--- src/rtl/axi_crossbar_rresp.sv ---
// Read-response responder for one crossbar slave port: merges arbitrated R beats with locally generated DECERR bursts.
// Optional feature: define AXI_CROSSBAR_RRESP_DECERR_CNT_EN to add a saturating decerr_count output.
module axi_crossbar_rresp #(
  parameter int ID_WIDTH   = 8,
  parameter int DATA_WIDTH = 32
) (
  input  logic                  clk,
  input  logic                  rst_n,
  input  logic [ID_WIDTH-1:0]   s_rc_id,
  input  logic [7:0]            s_rc_len,
  input  logic                  s_rc_valid,
  output logic                  s_rc_ready,
  input  logic [ID_WIDTH-1:0]   in_rid,
  input  logic [DATA_WIDTH-1:0] in_rdata,
  input  logic [1:0]            in_rresp,
  input  logic                  in_rlast,
  input  logic                  in_rvalid,
  output logic                  in_rready,
  output logic [ID_WIDTH-1:0]   s_axi_rid,
  output logic [DATA_WIDTH-1:0] s_axi_rdata,
  output logic [1:0]            s_axi_rresp,
  output logic                  s_axi_rlast,
  output logic                  s_axi_rvalid,
  input  logic                  s_axi_rready,
`ifdef AXI_CROSSBAR_RRESP_DECERR_CNT_EN
  output logic [15:0]           decerr_count,
`endif
  output logic [ID_WIDTH-1:0]   m_cpl_id,
  output logic                  m_cpl_valid
);

  typedef enum logic [1:0] {
    IDLE   = 2'd0,
    FWD    = 2'd1,
    DECERR = 2'd2
  } state_t;

  state_t              state, state_nxt;
  logic [7:0]          cnt, cnt_nxt;
  logic [ID_WIDTH-1:0] err_id, err_id_nxt;

  logic                  free;
  logic                  load;
  logic [ID_WIDTH-1:0]   ld_id;
  logic [DATA_WIDTH-1:0] ld_data;
  logic [1:0]            ld_resp;
  logic                  ld_last;

  // Next-state and load selection: a decode-error command only wins at a burst boundary
  always_comb begin
    free       = !s_axi_rvalid || s_axi_rready;
    state_nxt  = state;
    cnt_nxt    = cnt;
    err_id_nxt = err_id;
    s_rc_ready = 1'b0;
    in_rready  = 1'b0;
    load       = 1'b0;
    ld_id      = in_rid;
    ld_data    = in_rdata;
    ld_resp    = in_rresp;
    ld_last    = in_rlast;
    unique case (state)
      IDLE: begin
        s_rc_ready = free;
        in_rready  = free && !s_rc_valid;
        if (s_rc_valid && free) begin
          err_id_nxt = s_rc_id;
          cnt_nxt    = s_rc_len;
          state_nxt  = DECERR;
        end else if (in_rvalid && free) begin
          load = 1'b1;
          if (!in_rlast) state_nxt = FWD;
        end
      end
      FWD: begin
        in_rready = free;
        if (in_rvalid && free) begin
          load = 1'b1;
          if (in_rlast) state_nxt = IDLE;
        end
      end
      DECERR: begin
        if (free) begin
          load    = 1'b1;
          ld_id   = err_id;
          ld_data = '0;
          ld_resp = 2'b11;
          ld_last = (cnt == 8'd0);
          if (cnt != 8'd0) cnt_nxt = cnt - 8'd1;
          else             state_nxt = IDLE;
        end
      end
      default: state_nxt = IDLE;
    endcase
  end

  always_ff @(posedge clk or negedge rst_n) begin
    if (!rst_n) begin
      state  <= IDLE;
      cnt    <= '0;
      err_id <= '0;
    end else begin
      state  <= state_nxt;
      cnt    <= cnt_nxt;
      err_id <= err_id_nxt;
    end
  end

  // Output register stage (p0): drains when accepted and nothing new is loaded
  always_ff @(posedge clk or negedge rst_n) begin
    if (!rst_n) begin
      s_axi_rvalid <= 1'b0;
      s_axi_rid    <= '0;
      s_axi_rdata  <= '0;
      s_axi_rresp  <= '0;
      s_axi_rlast  <= 1'b0;
    end else if (load) begin
      s_axi_rvalid <= 1'b1;
      s_axi_rid    <= ld_id;
      s_axi_rdata  <= ld_data;
      s_axi_rresp  <= ld_resp;
      s_axi_rlast  <= ld_last;
    end else if (s_axi_rready) begin
      s_axi_rvalid <= 1'b0;
    end
  end

  // Completion stage: one pulse per last-beat handshake at the slave port
  always_ff @(posedge clk or negedge rst_n) begin
    if (!rst_n) begin
      m_cpl_valid <= 1'b0;
      m_cpl_id    <= '0;
    end else begin
      m_cpl_valid <= s_axi_rvalid && s_axi_rready && s_axi_rlast;
      if (s_axi_rvalid && s_axi_rready && s_axi_rlast) m_cpl_id <= s_axi_rid;
    end
  end

`ifdef AXI_CROSSBAR_RRESP_DECERR_CNT_EN
  function automatic logic [15:0] sat_inc(input logic [15:0] v);
    return (v == 16'hFFFF) ? v : v + 16'd1;
  endfunction

  // Remembers whether the beat held in the output register was generated locally
  logic err_beat_p0;

  always_ff @(posedge clk or negedge rst_n) begin
    if (!rst_n) begin
      err_beat_p0  <= 1'b0;
      decerr_count <= '0;
    end else begin
      if (load) err_beat_p0 <= (state == DECERR);
      if (s_axi_rvalid && s_axi_rready && s_axi_rlast && err_beat_p0)
        decerr_count <= sat_inc(decerr_count);
    end
  end
`endif

endmodule
--- config.mk ---
export PLATFORM = sky130hd
export DESIGN_NAME = axi_crossbar_rresp
export DESIGN_NICKNAME = d
export VERILOG_FILES = /design/src/rtl/axi_crossbar_rresp.sv
export SDC_FILE = /design/constraint.sdc
export NUM_CORES = 1
export LEC_CHECK = 0
export CORE_ASPECT_RATIO = 0.75
export CORE_UTILIZATION = 48
export DETAILED_ROUTE_END_ITERATION = 10
export GPL_TIMING_DRIVEN = 0
export PLACE_DENSITY = 0.88
export SLEW_MARGIN = 5
export SYNTH_ARGS = -nofsm -noshare
export SYNTH_HDL_FRONTEND = slang
export SYNTH_SLANG_ARGS = --single-unit
--- constraint.sdc ---
create_clock -name clk -period 3.65 [get_ports clk]
set_input_delay 0.73 -clock clk [delete_from_list [all_inputs] [get_ports clk]]
set_output_delay 0.73 -clock clk [all_outputs]
set_load 0.01 [all_outputs]
==> results of run 1 <==
## registers in the layout, summed over array words and instances, names as in the netlist
| name | cells |
|---|---|
| m_cpl_valid | 1 |
| state | 2 |
| cnt | 8 |
| s_axi_rdata | 32 |
| err_id | 8 |
| s_axi_rvalid | 1 |
| m_cpl_id | 8 |
| s_axi_rlast | 1 |
| s_axi_rresp | 2 |
| s_axi_rid | 8 |
## cell usage after synthesis, types with 2 or more instances
cell and instances:
nand3_1 4, o2bb2ai_1 4, o21ai_0 4, nand2b_1 6, dfrtp_1 71, a31oi_1 5, a21oi_1 5, buf_2 10
or3_1 2, nor3_1 2, nand2_1 37, inv_1 36, o211ai_1 2, mux2_2 34, mux2i_1 33, nor2_1 5
nor4_1 2, ha_1 2, nor2b_1 2, clkbuf_1 5
## power by group
group	leakage [nW]	switching [mW]	internal [mW]	total (mW)
logic	1.20	0.965	1.13	2.09
clock network	0.134	0.290	0.543	0.833
registers	0.862	0.232	1.17	1.41
total	2.19	1.49	2.84	4.33
## per-stage QoR
step / instances / utilization / TNS [ns] / cell area, µm² / total power, mW
floorplan: 290 / - / 0 / 3280 / 2.54
global placement: 489 / 0.707 / -42.06 / 4560 / 3.41
detailed placement: 490 / 0.711 / 0 / 4580 / 3.50
CTS: 506 / 0.753 / 0 / 4850 / 4.35
global route: 506 / 0.753 / 0 / 4850 / 4.60
finish: 506 / 0.753 / 0 / 4850 / 4.33
## routing by layer
| metal | wire [µm] | vias up | part of all wire |
|---|---|---|---|
| met5 | 0 | - | 0 |
| met4 | 108 | 0 | 0.013 |
| met3 | 593 | 12 | 0.073 |
| met2 | 3920 | 113 | 0.48 |
| met1 | 3520 | 1271 | 0.43 |
| li1 | - | 1234 | - |
## cells by family after synthesis
group / synth area share
multiplexers: 0.221
flip-flops: 0.542
buffers and inverters: 0.0646
adder cells (fa/ha/maj): 0.00764
AO/OA/AOI/OAI: 0.0611
AND/OR/NAND/NOR: 0.103
## layout make-up
class                           count  area share
Inverter                           36      0.0278
Tap cell                           81      0.0209
Buffer                             16      0.0157
Sequential cell                    71       0.366
Clock inverter                      5      0.0266
Multi-Input combinational cell    167       0.265
Timing Repair Buffer              119       0.249
Clock buffer                       11      0.0291
## final timing paths
check                                  to  slack, ns    startpoint  depth (start not counted)
setup / recovery               s_rc_ready       0.74  s_axi_rready                          5
hold / removal               s_axi_rid[7]       0.25         rst_n                          1
setup reg to reg           s_axi_rresp[0]       1.45      state[0]                          5
hold reg to reg               m_cpl_id[5]       0.51   m_cpl_id[5]                          1
max in group asynchronous    s_axi_rid[3]       2.86         rst_n                          2
min in group clk              m_cpl_id[5]       0.51   m_cpl_id[5]                          1
## critical path, cell delays in order
cell             delay, ns
clkdlybuf4s50_1       0.50
nor2b_1               0.05
clkbuf_1              0.16
nor3_1                0.17
clkdlybuf4s50_1       0.57
==> impl_results.md, run 1 <==
- Slack of the critical path: 0.735 ns
- Startpoint Class: input pin
- Largest area contributor in the netlist: dfrtp_1
- Largest cells by area after synthesis: dfrtp_1 54%, mux2_2 12%, mux2i_1 10%, nand2_1 4.2%, inv_1 4.1%
- WP data arrival: 2.18 ns
- Final hold vios: 0
- Full die area: 7160 µm²
- Clock latency at the later pin of the worst-skew pair: 0.34 ns
- Asr flop ratio synth: 1.00
- Post-cts sizing count: 0
- DR iter-0 viols: 213
- Final GP Congestion: 0.880
- Tmin final: 2.91 ns
- Fill count: 451
- Min-Delay Path Class: input pin to asynchronous set/reset pin
- CTS tree: yes
- Post-synth EDFFs: 0
- Starting Density: 0.508
- Slew @ Worst Pin: 0.788 ns
- Avg WL per Cell: 16.1 µm
- Post-synthesis cell count: 290
- IO Pins: 119
- Detailed-placement wirelength estimate: 5940 µm
- H-tree Lvls: 3
- Most frequent cells in the layout: 117 x clkdlybuf4s50_1, 71 x dfrtp_1, 37 x nand2_1, 36 x inv_1, 34 x mux2_2
- Post-CTS Setup Inserts: 0
- Post-Syn Area: 3280 µm²
- Yosys warning total: 0
- Net count after synthesis: 356
- All-Layer GR Usage: 0.238
- Worst Path Max Fanout: 6
- First-pass GRT wire length: 12900 µm
- FMAX: 343 MHz
- CTS buffer count: 9
- Clock transition at path regs: 0.08 ns
- Root Buffer: clkbuf_8
- Pin count of the biggest net entering global routing: 55
- Drt first pass iters: 5
- CP endpoint kind: output pin
- CP required: 2.92 ns
- Vias post-DR: 2630
- Clk_skew: 0.0117 ns
- Max-cap viol count: 0
- Area growth syn-to-layout: 48.2%
- Worst VDD drop: 476 µV
- Antenna violations before repair: 0
- Fin. max-slew vios: 0
- Vias in the first global route: 2641
- Critical path class: input pin to output pin
- Clock Tree Buf Depth: 2
- Leakage power: 2.19 nW
- Met3 usage: 0.0685
- #FFs+latches synth: 71
- Leading cell type in the layout, fill and taps excluded: clkdlybuf4s50_1
- Setup WS pre-CTS: 0.731 ns
- Die Span Y: 73.5 µm
- Final critical-path share of the clock period: 0.799
- GR Overflow Total: 0
- Synth Flop Type: dfrtp_1
- WL final: 8140 µm
- Synth cell types: 39
- Met2 GRT Util: 0.392
- Share of layout cells above drive strength 1: 0.160
- Vias per std cell: 5.20
- Met1 GRT Util: 0.303
- Core Rows: 25
- Rel. slew slack: 0.472
- Antenna cells: 0
- Sequential cell area: 1780 µm²
- Final net count: 486
- Core Area: 6440 µm²
- RSZ-0062 raised after global routing: no
- Die W: 97.4 µm
- IO Port Bufs: 118
- DRC viols: 0
- GRT Max-Usage Layer: met2
- Worst hold margin: 0.253 ns
- Clk sinks: 71
- Seq/Total Area, Yosys: 0.542
- Final ANT Viol Nets: 0
- Hold_buf cts: 0
- Setup Viol. Count Final: 0
- Pwr per Cell Area: 892 nW/µm²
- Status: finished, final reports clean
- Area of the multi-input gates: 1290 µm²
- Yosys top cell area share: 0.542
- Synth Area per Inst: 11.3 µm²
(Power assumes the default switching activity.)
==> run 2, diff against run 1 <==
--- a/config.mk
+++ b/config.mk
@@ -6,10 +6,10 @@
 export NUM_CORES = 1
 export LEC_CHECK = 0
 export CORE_ASPECT_RATIO = 0.75
-export CORE_UTILIZATION = 48
+export CORE_UTILIZATION = 40
 export DETAILED_ROUTE_END_ITERATION = 10
 export GPL_TIMING_DRIVEN = 0
-export PLACE_DENSITY = 0.88
+export PLACE_DENSITY = 0.79
 export SLEW_MARGIN = 5
 export SYNTH_ARGS = -nofsm -noshare
 export SYNTH_HDL_FRONTEND = slang
==> constraint.sdc (replaced) <==
create_clock -name clk -period 2.56 [get_ports clk]
set_input_delay 0.512 -clock clk [delete_from_list [all_inputs] [get_ports clk]]
set_output_delay 0.512 -clock clk [all_outputs]
set_load 0.01 [all_outputs]
==> run 2 against run 1 <==
  * First-iteration DRC count shrank 44%
  * Sequential share of layout area grew 0.51 points
  * Design area shrank 1.4%
  * Register-to-register slack lost 0.97 ns
  * Cell count grew 4.5%
  * Sequential power grew 43%
  * Flip-flop and latch count is the same
  * Critical path type unchanged
==> impl_results.md, run 2 (synthesized netlist as in run 1, its figures left out) <==
- Worst setup startpoint: s_axi_rready
- Final hold vios: 0 (unchanged)
- Net switching power: 2.08 mW (+40%)
- Placed cells: 514 (+4.9%)
- IO Pins: 119 (unchanged)
- Setup WS pre-CTS: 0.0219 ns (-0.710 ns)
- Max-cap viol count: 0 (unchanged)
- Largest reg by FF count: s_axi_rdata
- Critical path class: input pin to output pin
- WL final: 8020 µm (-1.5%)
- CP endpoint kind: output pin
- Die Span Y: 80.4 µm (+9.3%)
- Vias post-DR: 2614 (-0.61%)
- Status: finished, final reports clean
- Flop pwr share: 0.346 (+0.021)
- Fin. max-slew vios: 0 (unchanged)
- IO Port Bufs: 118 (unchanged)
- Slack of the critical path: 0.0728 ns (-0.662 ns)
- Worst Path Max Fanout: 5 (-1)
- Pin count of the biggest net entering global routing: 40 (-27%)
- Vias per std cell: 4.94 (-4.9%)
- Antenna cells: 0 (unchanged)
- Core Rows: 28 (+12%)
- Clock Tree Buf Depth: 2 (unchanged)
- CTS tree: yes
- Worst VDD drop: 515 µV (+8.3%)
- Drt first pass iters: 4 (-1)
- Pint: 3.72 mW (+31%)
- Clock latency at the later pin of the worst-skew pair: 0.34 ns (about the same)
- Clock power frac: 0.147 (-0.045)
- Final net count: 486 (unchanged)
- DRC viols: 0 (unchanged)
- Sum of negative setup slack: 0 ns (unchanged)
- FMAX: 402 MHz
- Detailed-placement wirelength estimate: 5830 µm (-1.8%)
- Leading cell type in the layout, fill and taps excluded: clkdlybuf4s50_1
- Final ANT Viol Nets: 0 (unchanged)
- Vias in the first global route: 2650 (+0.34%)
- Full die area: 8560 µm² (+20%)
- Pwr per Cell Area: 1210 nW/µm² (+36%)
- Fin cells: 529 (+4.5%)
- Max FFs per register: 32 (unchanged)
- Share of layout cells above drive strength 1: 0.156 (-0.00434)
- Area growth syn-to-layout: 46.1%
- Tmin final: 2.49 ns
- H-tree Lvls: 3 (unchanged)
- Clk sinks: 71 (unchanged)
- Most frequent cells in the layout: 116 x clkdlybuf4s50_1, 71 x dfrtp_1, 37 x nand2_1, 36 x inv_1, 34 x mux2_2
- CTS buffer count: 9 (unchanged)
- Hold_buf cts: 0 (unchanged)
- Avg WL per Cell: 15.2 µm (-5.8%)
- CP required: 2.05 ns (-0.87 ns)
- Core Area: 7920 µm² (+23%)
- Min-Delay Path Class: input pin to asynchronous set/reset pin
- All-Layer GR Usage: 0.197 (-0.0405)
- Startpoint Class: input pin
- Setup Viol. Count Final: 0 (unchanged)
- Clock transition at path regs: 0.07 ns (about the same)
- Worst r2r src: state[0]
- First-pass GRT wire length: 12800 µm (-1.0%)
- Antenna violations before repair: 0 (unchanged)
- GR Overflow Total: 0 (unchanged)
- Fill count: 699 (+55%)
- Die W: 106 µm (+9.3%)
- RSZ-0062 raised after global routing: no
- Sw Share: 0.359 (+0.0153)
- Clk_skew: 0.00844 ns (-0.00323 ns)
- Root Buffer: clkbuf_8
- DR iter-0 viols: 119 (-44%)
- Rel. slew slack: 0.479 (+0.00748)
- Slew @ Worst Pin: 0.777 ns (-0.0112 ns)
- Post-CTS Setup Inserts: 0 (unchanged)
- Final critical-path share of the clock period: 0.972
- Starting Density: 0.414 (-0.0946)
- WP data arrival: 1.98 ns (-0.20 ns)
- Final core utilization: 0.605 (-0.149)
- Leakage power: 2.16 nW (-1.5%)
- Logic gate share of total power: 0.507 (+0.024)
- Post-cts sizing count: 0 (unchanged)
- Final GP Congestion: 0.838 (-4.8%)
run 2: final timing paths:
| path | endpoint | slack, ns | cells past startpoint |
|---|---|---|---|
| max reg2reg | s_axi_rresp[1] | 0.48 | 5 |
| min in group clk | err_id[3] | 0.51 | 1 |
| max | in_rready | 0.07 | 4 |
| max in group asynchronous | s_axi_rdata[1] | 1.91 | 2 |
| min reg2reg | err_id[3] | 0.51 | 1 |
| min | err_id[3] | 0.10 | 1 |
run 2: per-stage QoR:
| step | area (µm²) | power (mW) | hold slack, ns |
|---|---|---|---|
| after floorplan | 3280 | 3.63 | 0.216 |
| after global placement | 4590 | 4.86 | 0.486 |
| after detailed placement | 4610 | 4.99 | 0.487 |
| after CTS | 4780 | 5.87 | 0.104 |
| after global routing | 4790 | 6.22 | 0.118 |
| final | 4790 | 5.80 | 0.104 |
run 2: power by group through the flow:
stage | clock network (mW) | logic (mW) | registers, mW
after detailed placement | 0 | 2.97 | 2.02
after CTS | 0.881 | 2.97 | 2.01
final | 0.851 | 2.94 | 2.01
after global routing | 0.930 | 3.21 | 2.08
after global placement | 0 | 2.87 | 1.99
after floorplan | 0 | 1.47 | 2.15
run 2: final cells by class:
| cell class | instances | area, µm² | area share |
|---|---|---|---|
| Buffer | 16 | 76.3 | 0.0159 |
| Clock buffer | 11 | 131 | 0.0274 |
| Clock inverter | 4 | 47.5 | 0.00993 |
| Inverter | 36 | 135 | 0.0282 |
| Multi-Input combinational cell | 167 | 1290 | 0.269 |
| Sequential cell | 71 | 1780 | 0.371 |
| Tap cell | 105 | 131 | 0.0274 |
| Timing Repair Buffer | 119 | 1200 | 0.251 |
run 2: worst max-delay path, stage by stage:
cell and delay [ns]:
clkdlybuf4s50_1 0.52, nand2b_1 0.23, and3b_1 0.19, clkdlybuf4s50_1 0.53
run 2: per-layer routing:
metal	wire [µm]	global-route usage	vias to the layer above
met1	3590	0.259	1256
met3	559	0.0536	17
li1	-	-	1231
met4	170	0.0740	0
met2	3700	0.313	110
met5	0	0	-
==> run 3, diff against run 2 <==
--- a/config.mk
+++ b/config.mk
@@ -6,10 +6,12 @@
 export NUM_CORES = 1
 export LEC_CHECK = 0
 export CORE_ASPECT_RATIO = 0.75
-export CORE_UTILIZATION = 40
+export CORE_UTILIZATION = 59
+export CTS_BUF_LIST = sky130_fd_sc_hd__clkbuf_2
 export DETAILED_ROUTE_END_ITERATION = 10
+export DONT_BUFFER_PORTS = 1
 export GPL_TIMING_DRIVEN = 0
-export PLACE_DENSITY = 0.79
+export PLACE_DENSITY = 0.81
 export SLEW_MARGIN = 5
 export SYNTH_ARGS = -nofsm -noshare
 export SYNTH_HDL_FRONTEND = slang
==> run 3 against run 2 <==
  * Utilization increased by 5.4 points
  * Non-clock buffer count decreased by 117
  * Highest routed layer unchanged
  * Cell count decreased by 28%
  * Critical endpoint is now s_rc_ready
  * Largest cell class unchanged
  * Critical path depth decreased by 1
==> impl_results.md, run 3 (synthesized netlist as in run 1, its figures left out) <==
- Antenna violations before repair: 0 (unchanged)
- FMAX: 463 MHz (+15%)
- Worst r2r src: state[0]
- Worst VDD drop: 760 µV (+47%)
- IO Port Bufs: 0 (-100%)
- Clock transition at path regs: 0.20 ns (+0.13 ns)
- Root Buffer: clkbuf_2
- Worst hold margin: 0.120 ns (+0.0155 ns)
- DR iter-0 viols: 163 (+37%)
- Worst Path Max Fanout: 6 (+1)
- Vias in the first global route: 2044 (-23%)
- Post-cts sizing count: 0 (unchanged)
- Rel. slew slack: 0.488 (+0.00850)
- CP required: 2.05 ns (about the same)
- Vias post-DR: 2132 (-18%)
- Final net count: 369 (-24%)
- Area growth syn-to-layout: 7.60%
- All-Layer GR Usage: 0.239 (+0.0420)
- Fin. max-slew vios: 0 (unchanged)
- Critical path class: flip-flop to output pin
- Clk sinks: 71 (unchanged)
- Leading cell type in the layout, fill and taps excluded: dfrtp_1
- Pin count of the biggest net entering global routing: 72 (+80%)
- Fill count: 430 (-38%)
- Setup Viol. Count Final: 0 (unchanged)
- Drt first pass iters: 4 (unchanged)
- HP Start: in_rdata[12]
- Final hold vios: 0 (unchanged)
- DRC viols: 0 (unchanged)
- Design Area, Final: 3520 µm² (-26%)
- Setup WS pre-CTS: 0.502 ns (+0.480 ns)
- Die Span Y: 66.5 µm (-17%)
- WP data arrival: 1.65 ns (-0.33 ns)
- Status: finished, final reports clean
- Tmin final: 2.16 ns (-0.327 ns)
- Avg WL per Cell: 17.4 µm (+15%)
- Pwr per Cell Area: 1330 nW/µm² (+10%)
- Detailed-placement wirelength estimate: 4780 µm (-18%)
- Slack of the critical path: 0.400 ns (+0.327 ns)
- Full die area: 5860 µm² (-32%)
- WL final: 6680 µm (-17%)
- Final GP Congestion: 0.797 (-4.9%)
- Leakage power: 1.68 nW (-22%)
- Area after DPL: 3370 µm² (-27%)
- Vias per std cell: 5.57 (+13%)
- Worst setup startpoint: s_axi_rvalid
- H-tree Lvls: 3 (unchanged)
- RSZ-0062 raised after global routing: no
- Final critical-path share of the clock period: 0.844 (-0.128)
- Slew @ Worst Pin: 0.764 ns (-0.0127 ns)
- Final ANT Viol Nets: 0 (unchanged)
- Post-layout total power: 4.69 mW (-19%)
- Clock latency at the later pin of the worst-skew pair: 0.50 ns (+0.16 ns)
- CTS tree: yes
- Antenna cells: 0 (unchanged)
- Starting Density: 0.612 (+0.198)
- Clock Tree Buf Depth: 2 (unchanged)
- Core Area: 5350 µm² (-32%)
- Most frequent cells in the layout: 71 x dfrtp_1, 37 x nand2_1, 36 x inv_1, 34 x mux2_2, 33 x mux2i_1
- Final core utilization: 0.658 (+0.0539)
- IO Pins: 119 (unchanged)
- Sum of negative setup slack: 0 ns (unchanged)
- Largest reg by FF count: s_axi_rdata
- Fin cells: 383 (-28%)
- GR Overflow Total: 0 (unchanged)
- Share of layout cells above drive strength 1: 0.221 (+0.0651)
- Clk_skew: 0.0204 ns (+0.0120 ns)
- First-pass GRT wire length: 10100 µm (-22%)
- Max FFs per register: 32 (unchanged)
- CTS buffer count: 9 (unchanged)
- Core Rows: 23 (-18%)
- Startpoint Class: flip-flop
- Placed cells: 365 (-29%)
- Max-cap viol count: 0 (unchanged)
- Min-Delay Path Class: input pin to flip-flop
- CP endpoint kind: output pin
- Die W: 88.0 µm (-17%)
run 3: changes by cell type in the layout (fill, tap and decap cells not counted), moves of 2 or more:
cell	before	now
clkbuf_1	7	5
clkbuf_2	0	9
clkbuf_8	9	0
clkdlybuf4s50_1	116	0
run 3: layer usage:
metal,wire (µm),vias to the layer above,share of wire,global-route usage
met2,3220,84,0.48,0.380
met5,0,-,0,0
met4,50,0,0.0075,0.0726
met1,2840,1035,0.42,0.293
li1,-,1007,-,-
met3,577,6,0.086,0.109
run 3: path summary, 6_finish.rpt:
path / end / slack [ns] / cells past startpoint
max: s_rc_ready / 0.40 / 3
min: s_axi_rdata[12] / 0.12 / 2
max reg2reg: s_axi_rresp[1] / 0.51 / 5
min reg2reg: err_id[1] / 0.53 / 1
max in group asynchronous: s_axi_rdata[10] / 1.72 / 2
min in group asynchronous: s_axi_rdata[11] / 0.54 / 2
run 3: layout make-up:
type                            instances  area (µm²)  area share
Clock buffer                            9        45.0      0.0128
Timing Repair Buffer                    2        37.5      0.0106
Multi-Input combinational cell        167        1290       0.365
Inverter                               36         135      0.0383
Buffer                                 16        76.3      0.0217
Tap cell                               75        93.8      0.0266
Clock inverter                          7        72.6      0.0206
Sequential cell                        71        1780       0.504
run 3: report_power, final:
group | switching (mW) | internal [mW] | leakage, nW
registers | 0.595 | 1.66 | 0.862
clock network | 0.412 | 0.226 | 0.0683
logic | 0.940 | 0.855 | 0.745
total | 1.95 | 2.75 | 1.68
run 3: worst max-delay path, cell delays in order (launching register included):
cell and delay [ns]:
dfrtp_1 0.51, nor2b_1 0.17, clkbuf_1 0.17, nor3_1 0.32
run 3: timing repair:
action,CTS,global route
hold buffers,2,0
buffers inserted,0,0
hold endpoints to repair,71,0
